File: src/rtl/uart_pkg.sv
// Shared UART types and constants, reused by the TX path and a future RX path.
package uart_pkg;

  typedef enum logic [1:0] {IDLE, START, DATA, STOP} tx_state_t;

  localparam int DEFAULT_DIV = 100;
  localparam int FRAME_BITS  = 10;
  localparam int DIV_MIN     = 2;

  // A bit shorter than DIV_MIN clocks cannot be produced by the down-counter.
  function automatic logic [31:0] eff_div(input logic [31:0] div);
    return (div < 32'(DIV_MIN)) ? 32'(DIV_MIN) : div;
  endfunction

endpackage

File: src/rtl/sync_fifo.sv
// Single-clock FIFO with occupancy count; push is ignored when full, pop when empty.
module sync_fifo #(
  parameter int WIDTH = 8,
  parameter int DEPTH = 16
) (
  input  logic                     clk,
  input  logic                     reset,
  input  logic                     push,
  input  logic [WIDTH-1:0]         push_data,
  input  logic                     pop,
  output logic [WIDTH-1:0]         pop_data,
  output logic                     full,
  output logic                     empty,
  output logic [$clog2(DEPTH):0]   level
);

  localparam int AW = $clog2(DEPTH);

  logic [WIDTH-1:0] mem [DEPTH];
  logic [AW-1:0]    wr_ptr;
  logic [AW-1:0]    rd_ptr;
  logic             push_ok;
  logic             pop_ok;

  assign full     = (level == (AW+1)'(DEPTH));
  assign empty    = (level == '0);
  assign push_ok  = push && !full;
  assign pop_ok   = pop && !empty;
  assign pop_data = mem[rd_ptr];

  always_ff @(posedge clk) begin
    if (push_ok) mem[wr_ptr] <= push_data;
  end

  // Pointers wrap naturally because DEPTH is a power of two.
  always_ff @(posedge clk or posedge reset) begin
    if (reset) begin
      wr_ptr <= '0;
      rd_ptr <= '0;
      level  <= '0;
    end else begin
      if (push_ok) wr_ptr <= wr_ptr + 1'b1;
      if (pop_ok)  rd_ptr <= rd_ptr + 1'b1;
      case ({push_ok, pop_ok})
        2'b10:   level <= level + 1'b1;
        2'b01:   level <= level - 1'b1;
        default: level <= level;
      endcase
    end
  end

endmodule

File: src/rtl/uart_tx_fifo.sv
// Buffered 8N1 UART transmitter: byte FIFO, programmable bit divider, frame FSM.
//
// state | meaning
// IDLE  | line high, waiting for a queued byte
// START | start bit (low) held for one bit period
// DATA  | eight data bits, LSB first, one bit period each
// STOP  | stop bit (high); chains straight into START when another byte waits
module uart_tx_fifo #(
  parameter int FIFO_DEPTH  = 16,
  parameter int DEFAULT_DIV = uart_pkg::DEFAULT_DIV
) (
  input  logic                          clk,
  input  logic                          reset,
  input  logic [3:0]                    div_we,
  input  logic [31:0]                   div_di,
  output logic [31:0]                   div_do,
  input  logic                          dat_we,
  input  logic [7:0]                    dat_di,
  output logic                          dat_wait,
  output logic                          ser_tx,
  output logic                          tx_busy,
  output logic [$clog2(FIFO_DEPTH):0]   fifo_level
);

  import uart_pkg::tx_state_t;
  import uart_pkg::IDLE;
  import uart_pkg::START;
  import uart_pkg::DATA;
  import uart_pkg::STOP;
  import uart_pkg::FRAME_BITS;
  import uart_pkg::eff_div;

  localparam logic [2:0] LAST_BIT = 3'(FRAME_BITS - 3);

  tx_state_t   state;
  logic [31:0] div_reg;
  logic [31:0] frame_div;
  logic [31:0] div_cnt;
  logic [7:0]  shift;
  logic [2:0]  bit_cnt;
  logic [7:0]  head;
  logic        fifo_full;
  logic        fifo_empty;
  logic        pop;
  logic        bit_done;

  sync_fifo #(.WIDTH(8), .DEPTH(FIFO_DEPTH)) u_fifo (
    .clk       (clk),
    .reset     (reset),
    .push      (dat_we),
    .push_data (dat_di),
    .pop       (pop),
    .pop_data  (head),
    .full      (fifo_full),
    .empty     (fifo_empty),
    .level     (fifo_level)
  );

  assign div_do   = div_reg;
  assign dat_wait = fifo_full;
  assign tx_busy  = (fifo_level != '0) || (state != IDLE);
  assign bit_done = (div_cnt == '0);

  always_comb begin
    pop = 1'b0;
    if (!fifo_empty) pop = (state == IDLE) || (state == STOP && bit_done);
  end

  always_ff @(posedge clk or posedge reset) begin
    if (reset) begin
      div_reg <= 32'(DEFAULT_DIV);
    end else begin
      for (int i = 0; i < 4; i++) begin
        if (div_we[i]) div_reg[8*i +: 8] <= div_di[8*i +: 8];
      end
    end
  end

  // Divider is sampled once per frame so bus writes never stretch a frame in flight.
  always_ff @(posedge clk or posedge reset) begin
    if (reset) begin
      state     <= IDLE;
      ser_tx    <= 1'b1;
      shift     <= '0;
      bit_cnt   <= '0;
      div_cnt   <= '0;
      frame_div <= 32'(DEFAULT_DIV);
    end else if (pop) begin
      state     <= START;
      ser_tx    <= 1'b0;
      shift     <= head;
      bit_cnt   <= '0;
      frame_div <= eff_div(div_reg);
      div_cnt   <= eff_div(div_reg) - 32'd1;
    end else begin
      case (state)
        IDLE: ser_tx <= 1'b1;
        START: begin
          if (bit_done) begin
            state   <= DATA;
            ser_tx  <= shift[0];
            div_cnt <= frame_div - 32'd1;
          end else begin
            div_cnt <= div_cnt - 32'd1;
          end
        end
        DATA: begin
          if (bit_done) begin
            div_cnt <= frame_div - 32'd1;
            if (bit_cnt == LAST_BIT) begin
              state  <= STOP;
              ser_tx <= 1'b1;
            end else begin
              shift   <= {1'b0, shift[7:1]};
              ser_tx  <= shift[1];
              bit_cnt <= bit_cnt + 3'd1;
            end
          end else begin
            div_cnt <= div_cnt - 32'd1;
          end
        end
        STOP: begin
          if (bit_done) state   <= IDLE;
          else          div_cnt <= div_cnt - 32'd1;
        end
        default: state <= IDLE;
      endcase
    end
  end

endmodule

File: config.mk
export PLATFORM = sky130hd
export DESIGN_NAME = uart_tx_fifo
export DESIGN_NICKNAME = d
export VERILOG_FILES = /design/src/rtl/uart_pkg.sv /design/src/rtl/sync_fifo.sv /design/src/rtl/uart_tx_fifo.sv
export SDC_FILE = /design/constraint.sdc
export NUM_CORES = 1
export LEC_CHECK = 0
export ABC_AREA = 0
export CORE_MARGIN = 10
export CORE_UTILIZATION = 30
export CTS_CLUSTER_SIZE = 14
export DETAILED_ROUTE_END_ITERATION = 10
export PLACE_DENSITY = 0.47
export SLEW_MARGIN = 10
export SYNTH_ARGS = -nofsm -noshare
export SYNTH_HDL_FRONTEND = slang
export SYNTH_SLANG_ARGS = --single-unit
File: constraint.sdc
create_clock -name clk -period 5 [get_ports clk]
set_input_delay 1 -clock clk [delete_from_list [all_inputs] [get_ports clk]]
set_output_delay 1 -clock clk [all_outputs]
set_load 0.02 [all_outputs]
== After elaboration in Yosys (flattened, before gate mapping) ==
Memory sizes are Yosys's and may differ from the RTL's.
Cells that the tools add are included.

* $add $sub $neg: 8
* Multipliers: 0
* Divide/modulo/power cells: 0
* Order comparisons: 1
* Equal/unequal tests: 13
* Shift operators: 0
* Multiplexer cells: 28
* Bitwise logic cells: 0
* Reductions and logical operators: 23

{| class="wikitable"
|+ Operators with widths
! kind !! count
|-
| $mux W32 || 4
|-
| $sub A32 B1 Y32 const B || 3
|-
| $pmux W32 S2 || 1
|-
| $logic_not A32 Y1 || 1
|-
| $lt A32 B2 Y1 const B || 1
|-
| $mux W8 || 4
|-
| $ne A3 B2 Y1 const B || 5
|-
| $mux W3 || 4
|-
| $mux W2 || 5
|-
| $pmux W5 S2 || 1
|-
| $add A4 B1 Y4 const B || 2
|-
| $reduce_bool A2 Y1 || 4
|-
| $reduce_bool A4 Y1 || 2
|-
| $mux W1 || 7
|-
| $eq A2 B2 Y1 const B || 3
|-
| $pmux W2 S3 || 1
|-
| $reduce_and A3 Y1 || 2
|-
| $add A5 B1 Y5 const B || 1
|-
| $eq A5 B5 Y1 const B || 1
|-
| $logic_not A5 Y1 || 1
|-
| $reduce_and A5 Y1 || 1
|-
| $reduce_bool A5 Y1 || 1
|-
| $sub A5 B1 Y5 const B || 1
|-
| $eq A2 B1 Y1 const B || 2
|-
| other kinds (11) || 15
|}

* Register bits after elaboration: 123
* Latch bits: 0
* Bits in writable memories: 128
* Memory bits (read-only): 0
* Bits of input ports: 47
* Output and inout bits: 40
* Word-level logic and storage cells: 87
* Memories kept: 1

{| class="wikitable"
|+ Memory list
! name !! words !! width !! rd ports !! clocked after Yosys merged registers in !! wr ports !! RTL line !! RTL
|-
| u_fifo.mem || 16 || 8 || 1 || 0 || 1 || sync_fifo.sv:19 || <nowiki>logic [WIDTH-1:0] mem [DEPTH];</nowiki>
|}

== Logic depth before layout (Yosys ltp) ==
* Word-level depth: 7
* Gate-level depth with buffers: 17
* Depth with buffers taken out: 15

== Modules after synthesis ==
A second synthesis with hierarchy kept.

* Cell total of the unflattened synthesis: 1087
* Area, all modules: 12642.1 µm²

{| class="wikitable"
|+ Modules (own cells, without submodules)
! module !! times used !! cells each !! area an instance (µm²) !! sequential area each (µm²)
|-
| uart_tx_fifo || 1 || 754 || 6852.8 || 2761.4
|-
| sync_fifo || 1 || 333 || 5789.3 || 4169.0
|}

== Worst setup path after synthesis ==
OpenSTA, ideal clock, no wires.

* Kind: reg2reg
* Start point: reg div_reg[18] (netlist: div_do[18])
* End point: reg div_cnt[26]
* Library setup time: 121 ps
* Arrival time: 3682 ps
* Data required time: 4879 ps
* Slack: 1196 ps
* Stages on the path, launching flop included: 14
* Path buffers: 1
* Period minus slack after synthesis: 3804 ps
* Cell sequence: dfrtp_1 > or4_4 > or3_4 > or3_1 > o31ai_2 > ha_1 > nor3b_1 > nand3_1 > or3_1 > buf_6 > nor2b_4 > xnor2_1 > o22ai_1 > a22o_2

* Longest elaborated chain between the ends: 4

{| class="wikitable"
|+ RTL lines
! what !! RTL line !! RTL
|-
| start: declaration || uart_tx_fifo.sv:36 || <nowiki>logic [31:0] div_reg;</nowiki>
|-
| start signal: assignment || uart_tx_fifo.sv:71 || <nowiki>div_reg <= 32'(DEFAULT_DIV);</nowiki>
|-
| start signal: indexed assignment || uart_tx_fifo.sv:74 || <nowiki>if (div_we[i]) div_reg[8*i +: 8] <= div_di[8*i +: 8];</nowiki>
|-
| $lt A32 B2 Y1 || uart_pkg.sv:12 || <nowiki>return (div < 32'(DIV_MIN)) ? 32'(DIV_MIN) : div;</nowiki>
|-
| $mux W32 * || uart_pkg.sv:12 ||
|-
| $sub A32 B1 Y32 * || uart_tx_fifo.sv:94 || <nowiki>div_cnt <= eff_div(div_reg) - 32'd1;</nowiki>
|-
| $mux W32 * || uart_tx_fifo.sv:88 || <nowiki>end else if (pop) begin</nowiki>
|-
| end signal: assignment || uart_tx_fifo.sv:94 ||
|-
| end signal: assignment || uart_tx_fifo.sv:102 || <nowiki>div_cnt <= frame_div - 32'd1;</nowiki>
|-
| end signal: assignment || uart_tx_fifo.sv:104 || <nowiki>div_cnt <= div_cnt - 32'd1;</nowiki>
|-
| end: declaration || uart_tx_fifo.sv:38 || <nowiki>logic [31:0] div_cnt;</nowiki>
|}

Mark *: on every way between the ends. The rest lies on a longest branch, timed or not.
A chain may end at the register's enable or synchronous reset.

== Worst setup path in the final report ==
* Start point: reg div_reg[17] (netlist: div_do[17])
* End point: reg div_cnt[26]

The elaborated chain is that of the path after synthesis.

==> results.tsv <==
metric	value	unit
outcome	completed	
CTS tree	yes	
Syn-to-layout area delta	19.4	%
Die X	223	um
EDFF count, synth	128	
Req. time, crit path	5.46	ns
critical path's largest stage delay	0.57	ns
MaxCap Viol Count	0	
number of remaining DRC errors	0	
CTS max path bufs	3	
# diodes	0	
initial drt markers	471	
post-layout util	36.1	%
RSZ-0062 raised after global routing	false	
WL final	35100	um
Async SR Flop Fraction	49.0	%
P_sw	3.25	mW
Hold Vio Cnt, Final	0	
die area	49500	um^2
GRT Util Overall	13.8	%
Clock Sinks	251	
# nets final	1210	
Worst Clk Skew	0.0250	ns
Worst Max-Slew Pin Slew	1.11	ns
Die H	223	um
antenna viol nets, final	0	
Int Pwr	5.19	mW
Seq pwr share	38.9	%
Hold Path Class	flop to flop	
total chip power	8.44	mW
max-slew violation count	0	
CP max stage cell	or3_1	
R2R depth	12	
post-synthesis instance area	12300	um^2
Vias/cell	5.01	
total number of vias	8498	
CP arrival	4.62	ns
Buf/Inv on CP	0	
Pwr per Cell Area	574	nW/um^2
Syn Inst Count	1062	
WHS Path Cells	2	
Num CTS Buffers	29	
Initial Util	30.2	%
VDD IR-drop max	0.260	mV
# setup viols final	0	
routed length per placed instance	20.7	um
H-tree depth	1	
Gate power share	36.2	%
fmax	240	MHz
CP cell instances	or4_4, or3_4, or3_1, o31ai_2, ha_1, nor3b_1, nand3_1, or3_1, nor2b_4, xnor2_1, o22ai_1, a22o_2	
Post-CTS Setup Bufs	0	
Seq/Total Area, Yosys	56.3	%
Setup crit start kind	flop	
cts hold-fix bufs	0	
DP HPWL	25300	um
largest net degree at the start of global routing	86	
Worst-Skew Late Latency	0.57	ns
first-pass GRT wire length	54200	um
io pins	87	
Gates resized, CTS repair	0	
Worst setup EP type	flop	
dpl cells	1644	
final std cells w/o fill	1697	
share of layout cells above drive strength 1	12.1	%
delay-heaviest family, CP	simple AND/OR/NAND/NOR gates	
Netlist cell types	74	
final worst-path cycle share	83.3	%
number of I/O port buffers	86	
number of core rows	74	
CP most frequent cell	or3_1	
gpl congestion	0.827	
Critical Path Stages	12	
vias in the first global route	8569	
Mapped Nets	1129	
crit path kind	flop to flop	
switch share	38.5	%
CTS clk-pin slew, worst paths	0.06	ns
initial antenna violation count	1	
global route total overflow	0	
relative slew slack	25.5	%
setup tns final	0	ns
Yosys reg bits	251	
syn_area_per_cell	11.6	um^2
final critical-path required period	4.16	ns
area of the core	40700	um^2
top_reg_cell synth	edfxtp_1	
Ys Warns	0	
Layout fillers	4025	
clock network power share	24.9	%
Worst Path Max Fanout	7	
Lkg Pwr	5.43	nW
Root Driver	clkbuf_16	
DRT Pass-1 Iters	7	
==> worst min-delay path: cells and delay by family (launching register included) <==
kind | cells | cell delay (ns)
DFF | 1 | 0.38
and+or+nand+nor | 2 | 0.10
==> cell type report <==
cell class	count	area, um^2	share of cell area (%)
flip-flops and latches	251	6930	47.2
multi-input cells	739	5100	34.7
repair buffers	102	993	6.76
clock buffers	41	791	5.38
well taps	532	666	4.53
clock inverters	12	139	0.945
inverters	20	80.1	0.545
==> stage by stage <==
stage	cell area, um^2	setup slack (ns)	hold slack [ns]
4_1_cts	14700	0.802	0.483
6_report	14700	0.836	0.480
3_3_place_gp	13800	0.955	0.468
2_1_floorplan	12300	0.741	0.453
3_5_place_dp	13800	0.807	0.473
5_1_grt	14700	0.586	0.508
==> registers in the layout, summed over array words and instances (netlist names) <==
signal         flops
u_fifo.mem       128
div_cnt           32
div_do            32
frame_div         32
shift              8
u_fifo.level       5
u_fifo.rd_ptr      4
u_fifo.wr_ptr      4
bit_cnt            3
state              2
ser_tx             1
==> path summary, 6_finish.rpt <==
kind	to	from	slack (ns)
hold / removal	frame_div[5]	frame_div[5]	0.48
hold reg to reg	frame_div[5]	frame_div[5]	0.48
min in group asynchronous	div_cnt[23]	reset	0.99
setup / recovery	div_cnt[26]	div_do[17]	0.84
setup reg to reg	div_cnt[26]	div_do[17]	0.84
max in group asynchronous	div_do[14]	reset	3.31
==> power by group through the flow <==
stage                     sequential (mW)  combinational (mW)  clock (mW)
after global placement               3.32                3.08           0
after floorplan                      3.12                2.24           0
after detailed placement             3.32                3.08           0
after CTS                            3.29                3.09        2.16
after global routing                 3.37                3.39        2.25
final                                3.28                3.06        2.10
==> kinds of logic (layout without fill, tap and decap cells) <==
group,count (synthesis),after routing,synth area share (%)
xor+xnor,77,77,5.48
flops,251,251,56.3
buf+inv,72,175,2.55
compound gates,164,164,8.92
simple gates,388,388,15.1
fa+ha+maj,20,20,2.09
mux,90,90,9.57
==> synthesized netlist by cell type (all sizes together), types with 3 or more instances <==
cell | instances | area share [%]
dfstp | 7 | 1.5
mux4 | 19 | 3.5
mux2 | 32 | 2.9
or4 | 8 | 0.55
xor2 | 36 | 2.6
nand4 | 8 | 0.41
buf | 29 | 1.2
nand2 | 167 | 5.1
a211oi | 7 | 0.47
a221o | 6 | 0.49
mux2i | 39 | 3.2
edfxtp | 128 | 31
nor2 | 74 | 2.3
o21ai | 53 | 2.2
nand2b | 6 | 0.30
a21o | 3 | 0.18
o221ai | 19 | 1.4
or3 | 20 | 1.1
a21oi | 30 | 1.2
and4 | 4 | 0.28
o31ai | 5 | 0.46
inv | 19 | 0.58
ha | 19 | 1.9
nor4 | 27 | 1.4
a22oi | 6 | 0.37
nor3b | 5 | 0.35
and2 | 6 | 0.30
xnor2 | 41 | 2.9
dfrtp | 116 | 24
nor3 | 34 | 1.4
clkbuf | 23 | 0.70
o22ai | 11 | 0.56
nand3 | 16 | 0.65
a31oi | 7 | 0.36
==> layout by cell type, fill, tap and decap left out, types with 10 or more instances in the layout <==
master / count
o221ai_1: 19
clkbuf_1: 10
mux2i_1: 39
nor2_1: 72
nor4_1: 27
nor3_1: 29
a21oi_1: 30
o22ai_1: 11
edfxtp_1: 128
clkdlybuf4s50_1: 86
nand2_1: 166
xnor2_1: 41
nand3_1: 16
mux2_2: 32
xor2_1: 36
clkbuf_16: 29
dfrtp_1: 115
inv_1: 17
buf_4: 15
ha_1: 19
or3_1: 17
o21ai_0: 52
mux4_2: 19
==> routing by layer <==
metal / part of all wire, % / track usage, % / wire length, um
met5: 0 / 0 / 0
met4: 2.1 / 3.77 / 755
met3: 3.8 / 1.92 / 1340
met2: 49 / 23.5 / 17400
met1: 45 / 18.0 / 15700
No activity file was read; power rests on OpenSTA's default activity.
